## src/rtl/mem_bus_arbiter.sv

```systemverilog
// Two-requester round-robin arbiter in front of a single memory port.
// Includes a slave-response watchdog that completes hung accesses with a fault.
module mem_bus_arbiter #(
  parameter int ADDR_WIDTH     = 34,
  parameter int TIMEOUT_CYCLES = 1024
) (
  input  logic                  clk,
  input  logic                  resetn,
  input  logic                  m0_valid,
  input  logic [3:0]            m0_wstrb,
  input  logic [ADDR_WIDTH-1:0] m0_addr,
  input  logic [31:0]           m0_wdata,
  output logic                  m0_ready,
  output logic [31:0]           m0_rdata,
  output logic                  m0_access_fault,
  input  logic                  m1_valid,
  input  logic [3:0]            m1_wstrb,
  input  logic [ADDR_WIDTH-1:0] m1_addr,
  input  logic [31:0]           m1_wdata,
  output logic                  m1_ready,
  output logic [31:0]           m1_rdata,
  output logic                  m1_access_fault,
  output logic                  s_valid,
  output logic [3:0]            s_wstrb,
  output logic [ADDR_WIDTH-1:0] s_addr,
  output logic [31:0]           s_wdata,
  input  logic                  s_ready,
  input  logic [31:0]           s_rdata,
  input  logic                  s_access_fault,
  output logic [1:0]            grant
);

  localparam logic [1:0] IDLE   = 2'd0;
  localparam logic [1:0] SERVE0 = 2'd1;
  localparam logic [1:0] SERVE1 = 2'd2;

  localparam bit WD_EN = (TIMEOUT_CYCLES > 0);
  localparam int CW    = (TIMEOUT_CYCLES < 1) ? 1 : $clog2(TIMEOUT_CYCLES + 1);
  localparam int LIM   = (TIMEOUT_CYCLES < 1) ? 0 : TIMEOUT_CYCLES - 1;
  localparam logic [CW-1:0] LIMIT = CW'(LIM);

  logic [1:0]    state_r;
  logic [1:0]    state_next_s;
  logic          last_m1_r;
  logic [CW-1:0] cnt_r;
  logic          serve0_s;
  logic          serve1_s;
  logic          timeout_s;
  logic          done_s;

  // Decode the current owner and whether this cycle ends the access
  always_comb begin
    serve0_s  = (state_r == SERVE0);
    serve1_s  = (state_r == SERVE1);
    timeout_s = WD_EN && (cnt_r == LIMIT);
    done_s    = (serve0_s || serve1_s) && (s_ready || timeout_s);
  end

  // Shared-port request fields follow the owner; everything is zero when idle
  always_comb begin
    grant   = {serve1_s, serve0_s};
    s_valid = serve0_s || serve1_s;
    if (serve0_s) begin
      s_wstrb = m0_wstrb;
      s_addr  = m0_addr;
      s_wdata = m0_wdata;
    end else if (serve1_s) begin
      s_wstrb = m1_wstrb;
      s_addr  = m1_addr;
      s_wdata = m1_wdata;
    end else begin
      s_wstrb = 4'h0;
      s_addr  = '0;
      s_wdata = 32'h0;
    end
  end

  // Completion response; a watchdog expiry reports a fault with zero data
  always_comb begin
    m0_ready        = serve0_s && done_s;
    m1_ready        = serve1_s && done_s;
    m0_rdata        = (serve0_s && s_ready) ? s_rdata : 32'h0;
    m1_rdata        = (serve1_s && s_ready) ? s_rdata : 32'h0;
    m0_access_fault = serve0_s && (s_ready ? s_access_fault : timeout_s);
    m1_access_fault = serve1_s && (s_ready ? s_access_fault : timeout_s);
  end

  // Next-state: on a tie, favour whichever requester was not served last
  always_comb begin
    state_next_s = state_r;
    case (state_r)
      IDLE: begin
        if (m0_valid && m1_valid) begin
          state_next_s = last_m1_r ? SERVE0 : SERVE1;
        end else if (m0_valid) begin
          state_next_s = SERVE0;
        end else if (m1_valid) begin
          state_next_s = SERVE1;
        end else begin
          state_next_s = IDLE;
        end
      end
      SERVE0, SERVE1: begin
        if (done_s) begin
          state_next_s = IDLE;
        end else begin
          state_next_s = state_r;
        end
      end
      default: state_next_s = IDLE;
    endcase
  end

  // State, round-robin pointer and watchdog counter
  always_ff @(posedge clk or negedge resetn) begin
    if (!resetn) begin
      state_r   <= IDLE;
      last_m1_r <= 1'b1;
      cnt_r     <= '0;
    end else begin
      state_r <= state_next_s;
      if (done_s) begin
        last_m1_r <= serve1_s;
      end else begin
        last_m1_r <= last_m1_r;
      end
      if (!(serve0_s || serve1_s) || done_s) begin
        cnt_r <= '0;
      end else if (WD_EN) begin
        cnt_r <= cnt_r + CW'(1);
      end else begin
        cnt_r <= cnt_r;
      end
    end
  end

endmodule

```

## config.mk

```make
export PLATFORM = sky130hd
export DESIGN_NAME = mem_bus_arbiter
export DESIGN_NICKNAME = d
export VERILOG_FILES = /design/src/rtl/mem_bus_arbiter.sv
export SDC_FILE = /design/constraint.sdc
export NUM_CORES = 1
export LEC_CHECK = 0
export ABC_AREA = 1
export BUFFER_PORTS_ARGS = -buffer_cell sky130_fd_sc_hd__buf_4
export CELL_PAD_IN_SITES_DETAIL_PLACEMENT = 1
export CELL_PAD_IN_SITES_GLOBAL_PLACEMENT = 1
export CORE_ASPECT_RATIO = 0.5
export CORE_MARGIN = 10
export CORE_UTILIZATION = 18
export DETAILED_ROUTE_END_ITERATION = 12
export PLACE_DENSITY = 0.89
export SKIP_CTS_REPAIR_TIMING = 1
export SLEW_MARGIN = 10
export SYNTH_ARGS = -nofsm -noshare
export SYNTH_HDL_FRONTEND = slang
export SYNTH_SLANG_ARGS = --single-unit
```

## constraint.sdc

```tcl
create_clock -name clk -period 3.3 [get_ports clk]
set_input_delay 0.825 -clock clk [delete_from_list [all_inputs] [get_ports clk]]
set_output_delay 0.825 -clock clk [all_outputs]
set_load 0.1 [all_outputs]
```

==> metrics.yaml <==
worst_setup_path:
  crit_type: "flip-flop to output pin"
  cp_data_required_time_ps: 2470
  reg2reg_depth: 7
  critPathArrivalTime_ps: 2150
  worst-path-max-fanout: 23
  cp-start-kind: "flip-flop"
  end_kind: "output pin"
global_routing:
  grt_pass1_wl_um: 24000
  grt-ovfl-total: 0
  antenna_found_initial: 0
  grt_max_degree: 72
  first_global_vias: 4005
  grt_usage_pct: 17.2
routing:
  met3_length_um: 595
  drc: 0
  dr.pass1.iters: 6
  ant_nets: 0
  via_count: 3862
  drt_wl_total_um: 16600
  top_layer_used: "met4"
  routed_via_density: 4.28
  wire_per_inst_um: 18.4
  wl_met2_um: 10100
  met1_length_um: 5800
  drt_iter0_markers: 141
clock_network:
  cts_num_sinks: 14
  clk_pin_slew_ps: 50
  clock_path_buffers: 2
  numCtsBuffers: 3
  root_buffer: "clkbuf_16"
  h-tree-depth: 1
  cts_tree: "built"
  clock_latency_ps: 240
timing:
  fin_crit_sh_pct: 90.1
  finalHoldViolations: 0
  max-slew-margin-rel_pct: 52.3
  skew_ps: 1.12
  min_period_ps: 2970
  setup_tns_ps: 0
  tightestPinTransition_ps: 715
  setup-violations-final: 0
  timing.hold.ws_ps: 422
  fmax_mhz: 336
  slew_viol_final: 0
  rsz0062_at_grt: "false"
yosys:
  syn-num-nets: 620
  ys_ff_latch: 14
  synth_cell_types: 23
  syn_area_um2: 2220
  postSynthAreaPerCell_um2: 5.07
  yosysSeqAreaShare_pct: 15.8
  yosys_warnings: 0
  netlist_instances: 438
layout:
  drive_above_1_share_pct: 47.4
  final_area_um2: 4830
  num_antenna_cells: 0
  nets: 920
  area_growth_pct: 117
run:
  max_cap_violations: 0
placement:
  placed_area_um2: 4740
  port_buffers: 318
  place_hpwl_um: 14500
  place.gp.congestion: 0.910
floorplan:
  die_x_um: 177
  fp.dieArea_um2: 17400
  core_area_um2: 11900
  initial_core_util_pct: 18.6
  core.rowCount: 28
  die_h_um: 98.5
  io_pins: 319
pwr:
  p_leak_nw: 2.94
  peakVddDrop_mv: 0.863
  p_per_area_nw_per_um2: 1250
status:
  status: "completed"
worst_hold_path:
  min_path_type: "input port to asynchronous set/reset pin"
==> cells in the final DEF, fill, tap and decap left out, drive strengths merged, types with 2 or more instances in the layout <==
master	instances
buf	327
clkbuf	4
dfrtp	13
ha	4
inv	46
nand2	168
nand3	75
nand4	3
nor2	86
o21ai	4
xnor2	2
xor2	3
==> per-stage QoR <==
| step | cells | util, % | setup WS [ps] | power, mW |
|---|---|---|---|---|
| after floorplan | 438 | - | 97.6 | 4.56 |
| after global placement | 898 | 39.7 | 638 | 5.74 |
| after detailed placement | 898 | 39.7 | 608 | 5.79 |
| after CTS | 902 | 40.4 | 336 | 6.06 |
| after global routing | 902 | 40.4 | 179 | 6.22 |
| final | 902 | 40.4 | 327 | 6.02 |
==> worst paths after layout <==
check	startpoint	end	slack, ps
setup / recovery	state_r[0]	s_addr[4]	330
hold / removal	resetn	cnt_r[2]	420
setup reg to reg	cnt_r[0]	state_r[0]	1810
hold reg to reg	last_m1_r	last_m1_r	480
max in group asynchronous	resetn	last_m1_r	2640
min in group clk	last_m1_r	last_m1_r	480
==> report_power, final <==
part	switching (mW)	total, mW	internal (mW)
Combinational	4.53	5.54	1.01
Sequential	0.0254	0.226	0.200
Clock	0.0709	0.255	0.184
Total	4.63	6.02	1.39
==> layer usage <==
layer  track usage [%]  vias to the layer above
li1                  -                     1928
met1              17.8                     1842
met2              36.8                       83
met3              1.68                        9
met4              1.93                        0
met5                 0                        -
==> logic make-up (layout without fill, tap and decap cells) <==
logic type | count (synthesis) | count (layout) | share of synthesized area (%)
buf+inv | 78 | 377 | 15.1
compound gates | 5 | 5 | 1.41
flops | 14 | 14 | 15.8
fa+ha+maj | 4 | 4 | 2.25
simple gates | 332 | 332 | 63.4
xor+xnor | 5 | 5 | 1.97
==> synth_stat cells (all sizes together) <==
master	number	area (um2)
nor2	86	353
nand4	3	18.8
nand3	75	400
dfstp	1	26.3
nand2	168	636
ha	4	50.1
a211oi	1	7.51
inv	46	173
xnor2	2	17.5
clkbuf	6	22.5
xor2	3	26.3
dfrtp	13	325
o21ai	4	23.8
buf	26	140
==> registers in the layout, indices dropped and copies added, names as in the netlist <==
name / flops
last_m1_r: 1
cnt_r: 11
state_r: 2
==> worst max-delay path, cell delays in order, from the launching register on <==
cell     delay, ps
dfrtp_1        400
inv_1           90
ha_2           520
buf_4          320
nand3_1        150
nand2_1        110
buf_4          290
==> cell type report <==
class	instances	area (um2)
Inverter	46	173
Tap cell	165	206
Sequential cell	14	352
Fill cell	1621	7120
Clock buffer	4	88.8
Timing Repair Buffer	327	2470
Multi-Input combinational cell	346	1540
Note: power is estimated with default switching activity, not from simulation.
